<file path="src/rtl/tp2_pkg.sv">
// ---------------------------------------------------------------------------
// tp2_pkg
// Shared definitions for the TP2 instruction sequencer and the
// microinstruction ROM: sequencer state encoding, opcode compare constants
// and the default program-counter / instruction widths.
// No ports (package).
// ---------------------------------------------------------------------------
package tp2_pkg;

    localparam int DEF_PC_W = 11;
    localparam int DEF_IR_W = 22;

    typedef enum logic [2:0] {
        ST_IDLE     = 3'd0,
        ST_FETCH    = 3'd1,
        ST_LOAD     = 3'd2,
        ST_EXEC     = 3'd3,
        ST_MEM_WAIT = 3'd4
    } state_e;

    // Jumps compare instruction[21:11]; the low 11 bits are the target.
    localparam logic [10:0] OP_JUMP = 11'b100_0000_0000;
    localparam logic [10:0] OP_JZE  = 11'b101_0000_0000;
    localparam logic [10:0] OP_JNE  = 11'b110_0000_0000;
    localparam logic [10:0] OP_JCY  = 11'b111_0000_0000;

    // BSR and the memory moves compare instruction[21:10].
    localparam logic [11:0] OP_BSR  = 12'b0111_0000_0000;
    localparam logic [11:0] OP_MOMW = 12'b0100_0000_0000;  // MOM Y,W : M(y)=W
    localparam logic [11:0] OP_MOMR = 12'b0101_0000_0000;  // MOM W,Y : W=M(y)

    // RET is matched on the whole word.
    localparam logic [21:0] OP_RET  = 22'h06_0000;

    function automatic logic is_mom(input logic [21:0] word);
        return (word[21:10] == OP_MOMW) || (word[21:10] == OP_MOMR);
    endfunction

endpackage

</file>
<file path="src/rtl/fetch_sequencer_if.sv">
// ---------------------------------------------------------------------------
// fetch_sequencer_if
// Bus bundle between the sequencer and its two memories.
//   prog_addr  program memory address (sequencer -> program memory)
//   prog_rd    program memory read strobe
//   prog_data  program memory read data, valid the cycle after prog_rd
//   mem_req    data-memory access request
//   mem_we     1 = write (M(y)=W), 0 = read (W=M(y)); meaningful with mem_req
//   mem_ack    data-memory completion
//
// Handshake: mem_req rises with the instruction's EXEC cycle and stays high,
// with mem_we stable, until a rising clock edge sees mem_ack=1; that edge
// completes the access. mem_ack is a same-cycle acknowledge (no extra
// latency) and is ignored whenever mem_req is low.
// ---------------------------------------------------------------------------
interface fetch_sequencer_if #(
    parameter int PC_W = tp2_pkg::DEF_PC_W,
    parameter int IR_W = tp2_pkg::DEF_IR_W
) ();

    logic [PC_W-1:0] prog_addr;
    logic            prog_rd;
    logic [IR_W-1:0] prog_data;
    logic            mem_req;
    logic            mem_we;
    logic            mem_ack;

    modport master (
        output prog_addr,
        output prog_rd,
        input  prog_data,
        output mem_req,
        output mem_we,
        input  mem_ack
    );

    modport slave (
        input  prog_addr,
        input  prog_rd,
        output prog_data,
        input  mem_req,
        input  mem_we,
        output mem_ack
    );

endinterface

</file>
<file path="src/rtl/fetch_sequencer_return_stack.sv">
// ---------------------------------------------------------------------------
// return_stack
// LIFO of return addresses for BSR/RET.
//   clk, rst_n  clock, asynchronous active-low reset
//   push        write data_in on top (ignored when full)
//   pop         drop the top entry (ignored when empty)
//   data_in     address to push
//   data_out    current top entry (undefined content when empty)
//   full        DEPTH entries present
//   empty       no entries present
// ---------------------------------------------------------------------------
module return_stack #(
    parameter int DEPTH = 4,
    parameter int W     = 11
) (
    input  logic         clk,
    input  logic         rst_n,
    input  logic         push,
    input  logic         pop,
    input  logic [W-1:0] data_in,
    output logic [W-1:0] data_out,
    output logic         full,
    output logic         empty
);

    localparam int CW = $clog2(DEPTH + 1);
    localparam int AW = (DEPTH > 1) ? $clog2(DEPTH) : 1;

    logic [W-1:0]  entries [DEPTH];
    logic [CW-1:0] count;
    logic [CW-1:0] top;

    assign full     = (count == CW'(DEPTH));
    assign empty    = (count == '0);
    assign top      = count - 1'b1;
    assign data_out = entries[top[AW-1:0]];

    always_ff @(posedge clk or negedge rst_n) begin
        if (!rst_n) begin
            count <= '0;
            for (int i = 0; i < DEPTH; i++) begin
                entries[i] <= '0;
            end
        end else if (push && !full) begin
            entries[count[AW-1:0]] <= data_in;
            count                  <= count + 1'b1;
        end else if (pop && !empty) begin
            count <= count - 1'b1;
        end
    end

endmodule

</file>
<file path="src/rtl/fetch_sequencer.sv">
// ---------------------------------------------------------------------------
// fetch_sequencer
// TP2 instruction sequencer: holds the PC, fetches instruction words,
// presents them to the microinstruction ROM with a one-cycle HOLD=0 window,
// resolves jumps / BSR / RET and stalls on data-memory moves.
//   clk          system clock
//   RST_N        asynchronous active-low reset
//   run          execution enable (sampled in IDLE and when an instruction ends)
//   ZE, CY       datapath flags, sampled on the edge ending EXEC
//   instruction  instruction register to the MI ROM
//   HOLD         ROM freeze, low only in EXEC
//   stack_err    sticky return-stack overflow/underflow
//   state_dbg    current FSM state (tp2_pkg::state_e encoding)
//   bus          program memory and data memory signals (master side)
// ---------------------------------------------------------------------------
module fetch_sequencer
    import tp2_pkg::*;
#(
    parameter int              PC_W        = DEF_PC_W,
    parameter int              IR_W        = DEF_IR_W,
    parameter int              STACK_DEPTH = 4,
    parameter logic [PC_W-1:0] RESET_PC    = '0
) (
    input  logic              clk,
    input  logic              RST_N,
    input  logic              run,
    input  logic              ZE,
    input  logic              CY,
    output logic [IR_W-1:0]   instruction,
    output logic              HOLD,
    output logic              stack_err,
    output logic [2:0]        state_dbg,
    fetch_sequencer_if.master bus
);

    localparam logic [2:0] S_IDLE     = ST_IDLE;
    localparam logic [2:0] S_FETCH    = ST_FETCH;
    localparam logic [2:0] S_LOAD     = ST_LOAD;
    localparam logic [2:0] S_EXEC     = ST_EXEC;
    localparam logic [2:0] S_MEM_WAIT = ST_MEM_WAIT;

    logic [2:0]      state;
    logic [2:0]      state_nxt;
    logic [PC_W-1:0] pc;
    logic [PC_W-1:0] pc_nxt;
    logic [PC_W-1:0] pc_inc;

    // Decode of the instruction register
    logic [10:0]     op11;
    logic [11:0]     op12;
    logic            is_jump;
    logic            is_jze;
    logic            is_jne;
    logic            is_jcy;
    logic            is_bsr;
    logic            is_ret;
    logic            is_mem;
    logic            jump_taken;
    logic [PC_W-1:0] jump_target;
    logic [PC_W-1:0] bsr_target;

    // Return stack control
    logic            push;
    logic            pop;
    logic            err_set;
    logic [PC_W-1:0] stk_top;
    logic            stk_full;
    logic            stk_empty;

    assign op11        = instruction[21:11];
    assign op12        = instruction[21:10];
    assign is_jump     = (op11 == OP_JUMP);
    assign is_jze      = (op11 == OP_JZE);
    assign is_jne      = (op11 == OP_JNE);
    assign is_jcy      = (op11 == OP_JCY);
    assign is_bsr      = (op12 == OP_BSR);
    assign is_ret      = (instruction[21:0] == OP_RET);
    assign is_mem      = is_mom(instruction[21:0]);
    assign jump_taken  = is_jump | (is_jze & ZE) | (is_jne & ~ZE) | (is_jcy & CY);
    assign jump_target = PC_W'(instruction[10:0]);
    // BSR can only reach the lower half of program space.
    assign bsr_target  = PC_W'({1'b0, instruction[9:0]});
    assign pc_inc      = pc + PC_W'(1);

    // Moore outputs
    assign bus.prog_addr = pc;
    assign bus.prog_rd   = (state == S_FETCH);
    assign HOLD          = (state != S_EXEC);
    assign bus.mem_req   = ((state == S_EXEC) && is_mem) || (state == S_MEM_WAIT);
    assign bus.mem_we    = bus.mem_req && (op12 == OP_MOMW);
    assign state_dbg     = state;

    return_stack #(
        .DEPTH (STACK_DEPTH),
        .W     (PC_W)
    ) u_return_stack (
        .clk      (clk),
        .rst_n    (RST_N),
        .push     (push),
        .pop      (pop),
        .data_in  (pc_inc),
        .data_out (stk_top),
        .full     (stk_full),
        .empty    (stk_empty)
    );

    always_comb begin
        state_nxt = state;
        case (state)
            S_IDLE:     state_nxt = run ? S_FETCH : S_IDLE;
            S_FETCH:    state_nxt = S_LOAD;
            S_LOAD:     state_nxt = S_EXEC;
            S_EXEC: begin
                if (is_mem && !bus.mem_ack) begin
                    state_nxt = S_MEM_WAIT;
                end else begin
                    state_nxt = run ? S_FETCH : S_IDLE;
                end
            end
            S_MEM_WAIT: begin
                if (bus.mem_ack) begin
                    state_nxt = run ? S_FETCH : S_IDLE;
                end
            end
            default:    state_nxt = S_IDLE;
        endcase
    end

    // The PC is resolved in the single EXEC cycle; a memory move advances it
    // there too, since the stall only delays the next FETCH.
    always_comb begin
        pc_nxt  = pc;
        push    = 1'b0;
        pop     = 1'b0;
        err_set = 1'b0;
        if (state == S_EXEC) begin
            if (jump_taken) begin
                pc_nxt = jump_target;
            end else if (is_bsr) begin
                // Overflow still jumps; the return address is lost.
                pc_nxt  = bsr_target;
                push    = ~stk_full;
                err_set = stk_full;
            end else if (is_ret) begin
                if (stk_empty) begin
                    pc_nxt  = RESET_PC;
                    err_set = 1'b1;
                end else begin
                    pc_nxt = stk_top;
                    pop    = 1'b1;
                end
            end else begin
                pc_nxt = pc_inc;
            end
        end
    end

    always_ff @(posedge clk or negedge RST_N) begin
        if (!RST_N) begin
            state       <= S_IDLE;
            pc          <= RESET_PC;
            instruction <= '0;
            stack_err   <= 1'b0;
        end else begin
            state <= state_nxt;
            pc    <= pc_nxt;
            if (state == S_LOAD) begin
                instruction <= bus.prog_data;
            end
            if (err_set) begin
                stack_err <= 1'b1;
            end
        end
    end

endmodule

</file>
<file path="src/flat_wrapper.sv">
// flat-port wrapper written by rule: the top's interface ports become plain ports
module fetch_sequencer_flat import tp2_pkg::*;
#(
    parameter int              PC_W        = DEF_PC_W,
    parameter int              IR_W        = DEF_IR_W,
    parameter int              STACK_DEPTH = 4,
    parameter logic [PC_W-1:0] RESET_PC    = '0
)
  (clk, RST_N, run, ZE, CY, instruction, HOLD, stack_err, state_dbg, bus_prog_addr, bus_prog_rd, bus_prog_data, bus_mem_req, bus_mem_we, bus_mem_ack);
  fetch_sequencer_if #(.PC_W(PC_W), .IR_W(IR_W)) bus_i ();
  input  logic clk;
  input  logic RST_N;
  input  logic run;
  input  logic ZE;
  input  logic CY;
  output logic [IR_W-1:0] instruction;
  output logic HOLD;
  output logic stack_err;
  output logic [2:0] state_dbg;
  output wire logic [$bits(bus_i.prog_addr)-1:0] bus_prog_addr;
  output wire logic [$bits(bus_i.prog_rd)-1:0] bus_prog_rd;
  input wire logic [$bits(bus_i.prog_data)-1:0] bus_prog_data;
  output wire logic [$bits(bus_i.mem_req)-1:0] bus_mem_req;
  output wire logic [$bits(bus_i.mem_we)-1:0] bus_mem_we;
  input wire logic [$bits(bus_i.mem_ack)-1:0] bus_mem_ack;
  assign bus_prog_addr = bus_i.prog_addr;
  assign bus_prog_rd = bus_i.prog_rd;
  assign bus_i.prog_data = bus_prog_data;
  assign bus_mem_req = bus_i.mem_req;
  assign bus_mem_we = bus_i.mem_we;
  assign bus_i.mem_ack = bus_mem_ack;
  fetch_sequencer #(.PC_W(PC_W), .IR_W(IR_W), .STACK_DEPTH(STACK_DEPTH), .RESET_PC(RESET_PC)) u_core (.clk(clk), .RST_N(RST_N), .run(run), .ZE(ZE), .CY(CY), .instruction(instruction), .HOLD(HOLD), .stack_err(stack_err), .state_dbg(state_dbg), .bus(bus_i));
endmodule
</file>
<file path="config.mk">
export PLATFORM = sky130hd
export DESIGN_NAME = fetch_sequencer_flat
export DESIGN_NICKNAME = d
export VERILOG_FILES = /design/src/rtl/tp2_pkg.sv /design/src/rtl/fetch_sequencer_if.sv /design/src/rtl/fetch_sequencer_return_stack.sv /design/src/rtl/fetch_sequencer.sv /design/src/flat_wrapper.sv
export SDC_FILE = /design/constraint.sdc
export NUM_CORES = 1
export LEC_CHECK = 0
export CAP_MARGIN = 10
export CORE_UTILIZATION = 58
export DETAILED_ROUTE_END_ITERATION = 7
export GPL_TIMING_DRIVEN = 0
export PLACE_DENSITY = 0.88
export RECOVER_POWER = 50
export SLEW_MARGIN = 10
export SYNTH_ARGS = -nofsm -noshare
export SYNTH_HDL_FRONTEND = slang
export SYNTH_HIERARCHICAL = 1
export SYNTH_SLANG_ARGS = --single-unit
</file>
<file path="constraint.sdc">
create_clock -name clk -period 3.65 [get_ports clk]
set_input_delay 0.365 -clock clk [delete_from_list [all_inputs] [get_ports clk]]
set_output_delay 0.365 -clock clk [all_outputs]
set_load 0.01 [all_outputs]
</file>
==> summary.txt <==
Layout
  • Nets: 442
  • # diodes: 0
  • Reg area: 2100 sq um
  • Area used by multi-input combinational logic: 2140 sq um
  • Synth-to-Final Area Change: 24.7%
  • Utilization after layout: 75.0%
  • Ratio of cells with drive above 1 in the final layout: 29.6%
  • Fillcell total: 500

GRT
  • Vias in the first global route: 3193
  • Gr usage total: 28.6%
  • Global-route wire length before repair: 16.6 mm
  • Number of antenna violations at the first check in global routing: 0
  • Largest net degree at the start of global routing: 53
  • GRT Residual Overflow: 0

Floorplan
  • Area inside the core boundary: 7290 sq um
  • Die outline width: 89.0 um
  • Initial core utilization: 60.2%
  • Floorplan die area: 7910 sq um
  • FP Rows: 31
  • I/O Pins: 69
  • Vertical extent of the die: 89.0 um

Clocking
  • H-Tree Level Count: 3
  • Clk sink count: 84
  • TritonCTS clock tree: done
  • Deepest clock path buffer count: 2
  • Clk root buf: clkbuf_8
  • Number of buffers added by the clock tree synthesis step: 9
  • Latest clock arrival within the worst-skew pair: 0.36 ns
  • Clock slew at the register clock pins of the worst setup and hold paths: 0.09 ns

Timing
  • Final cycle utilization of the critical path: 89.6%
  • Setup repair after global routing missed its margin: false
  • Max Freq: 306 MHz
  • Worst setup slack after layout: 0.379 ns
  • Number of hold violations in the final report: 0
  • Slew Limit Fails: 33
  • Worst slew slack as a fraction of its limit: -25.4%
  • Setup Viol. Count Final: 0
  • Final critical path time including I/O delays and setup: 3.27 ns
  • Final setup skew: 0.00868 ns
  • Slew at the pin closest to its max-slew limit: 1.88 ns
  • Worst hold slack: 0.460 ns

Synth
  • Yosys warning total: 6
  • Top flip-flop cell by instance count after synthesis: dfrtp_1
  • Synth top area share: 47.9%
  • Most area-consuming cells after synthesis: dfrtp_1, mux2_4, mux2_2
  • Total nets after synthesis: 361
  • Number of cells produced by synthesis: 326
  • Netlist Area Pre-Place: 4390 sq um
  • Number of distinct standard cells referenced by the synthesized netlist: 52
  • Async set-or-reset flop fraction in the synthesized netlist: 100%
  • Cell type with the highest aggregate area in the netlist: dfrtp_1
  • Count of flip-flops with a built-in enable after synthesis: 0
  • Sequential fraction of the synthesis area: 47.9%
  • Number of register bits inferred by synthesis: 84
  • Average instance area after synthesis: 13.5 sq um

Run status
  • Violations in the final reports: max-capacitance violations, max-slew violations
  • Status: complete, but fails checks

Critical path
  • Category of the critical setup timing path: reg -> out
  • CP max-delay cell: or4_4
  • Crit path cell chain: or4_4, nor3_4, nand3_1, o2bb2a_1, nor3_1, clkdlybuf4s50_1
  • Largest incremental delay on the critical path: 0.58 ns
  • Cell class contributing the biggest share of worst-path delay: simple AND/OR/NAND/NOR gates
  • Critical Path End Type: output pin
  • Crit path launch type: register
  • Maximum fanout count along the critical path: 7
  • Number of buffers and inverters on the critical path: 1
  • Critical path arrival: 2.91 ns
  • Worst endpoint required time: 3.28 ns

Drt
  • Routed wire length per instance: 19.9 um
  • Overall via count from detail_route: 3006
  • DRC: 0
  • Detailed Route Iter0 Violations: 157
  • Number of antenna-violating nets in the routed design: 0
  • Final WL: 10.1 mm
  • Number of vias per cell: 5.88
  • Count of TritonRoute iterations in the first routing pass: 4

Placed design
  • Detailed-placement wirelength estimate: 6.99 mm
  • Post-placement setup slack: 0.753 ns
  • Final RePlAce weighted congestion: 0.766
  • Number of port buffers: 68

Min path
  • Worst hold path class: reg -> reg

Run
  • Max-cap violations: 1

Pwr
  • Overall power after layout: 3.64 mW
  • Total power per unit cell area: 665 nW/um^2
  • Leakage power summed over all cells: 2.53 nW
  • Worst IR drop on VDD: 0.000518 V
==> where the power goes <==
part,internal (mW),switching [mW]
clock network,0.473,0.341
logic,0.733,0.659
registers,1.13,0.297
total,2.34,1.30
==> Yosys cell counts, types with 2 or more instances <==
cell type  instances
mux2_4            30
o21ai_0            3
clkbuf_1           6
nor3b_1            2
nor2b_1           10
dfrtp_1           84
and3_1             2
nand4_1            6
o211ai_1           3
nor4_1             4
or3_1              2
buf_4              2
xnor2_1            7
xor2_1             3
ha_1               7
mux4_2            11
o22ai_2            6
nor2_1            13
buf_2              3
buf_6              5
a21oi_1            8
nand3b_1           3
nor3_1             2
nand2_1           10
nand2b_1           4
mux2_2            36
inv_1              9
mux2i_1            9
nand3_1           11
nand2_4            3
==> stage by stage <==
step	setup TNS [ns]	instances	area, sq um
after floorplan	0	326	4390
after global placement	-60.38	493	5190
after detailed placement	0	494	5220
after CTS	0	511	5480
after global routing	0	511	5470
final	0	511	5470
==> layout by cell type, fill, tap and decap left out, types with 3 or more instances in the layout <==
master           Yosys  routed
mux2_2              36      36
mux2i_1              9       9
dlygate4sd3_1        0      17
nand2b_1             4       4
xnor2_1              7       7
inv_1                9       9
clkdlybuf4s50_1      0      51
nand3_1             11      11
nor2b_1             10      10
ha_1                 7       7
o22ai_2              6       6
nor2_1              13      13
xor2_1               3       3
clkbuf_1             6       7
nand2_4              3       3
clkbuf_8             0      10
nand2_1             10      10
nor4_1               4       4
nand3b_1             3       3
buf_6                5       5
o21ai_0              3       3
nand4_1              6       6
mux4_2              11      11
dfrtp_1             84      84
o211ai_1             3       3
buf_2                3       3
mux2_4              30      30
a21oi_1              8       8
bufinv_16            0       3
==> per-layer routing <==
layer	global-route usage, %	vias up	routed length (um)
met5	0	-	0
met4	9.96	0	224
met3	8.22	21	586
met2	46.8	113	4930
met1	37.0	1518	4400
li1	-	1354	-
==> repair_timing <==
action | 4_1_cts | 5_1_grt
buffers inserted | 0 | 0
hold buffers | 1 | 0
hold endpoints to repair | 32 | 0
resized for setup | 0 | 0
==> path summary, 6_finish.rpt <==
path                       cells past startpoint                                from                                       endpoint  slack (ns)
max reg2reg                                    8  u_core/instruction[19]$_DFFE_PN0P_     u_core/u_return_stack/count[1]$_DFFE_PN0P_        0.80
max                                            6  u_core/instruction[14]$_DFFE_PN0P_                                     bus_mem_we        0.38
min                                            1        u_core/stack_err$_DFFE_PN0P_                   u_core/stack_err$_DFFE_PN0P_        0.46
min reg2reg                                    1        u_core/stack_err$_DFFE_PN0P_                   u_core/stack_err$_DFFE_PN0P_        0.46
min in group asynchronous                      2                               RST_N  u_core/u_return_stack/entries[32]$_DFFE_PN0P_        1.06
max in group asynchronous                      2                               RST_N   u_core/u_return_stack/entries[4]$_DFFE_PN0P_        1.51
==> sequential cells by signal, indices dropped and copies added (netlist names) <==
name / flops
u_core/bus.prog_addr: 11
u_core/instruction: 22
u_core/stack_err: 1
u_core/state_dbg: 3
u_core/u_return_stack/count: 3
u_core/u_return_stack/entries: 44
==> area by class of cell <==
class	count	area share, %
multi-input cells	217	39.1
repair buffers	70	13.0
well taps	99	2.26
inverters	9	0.617
clock buffers	10	2.52
plain buffers	16	1.99
clock inverters	6	2.04
flip-flops and latches	84	38.4
==> cell families after synthesis <==
logic type,after synthesis,share of synthesized area [%]
AO/OA/AOI/OAI,31,5.96
XOR/XNOR,10,2.00
adder cells (fa/ha/maj),7,2.00
buffers and inverters,25,3.25
flip-flops,84,47.9
multiplexers,87,27.5
AND/OR/NAND/NOR,82,11.4
Power figures use the tool's default switching activity.
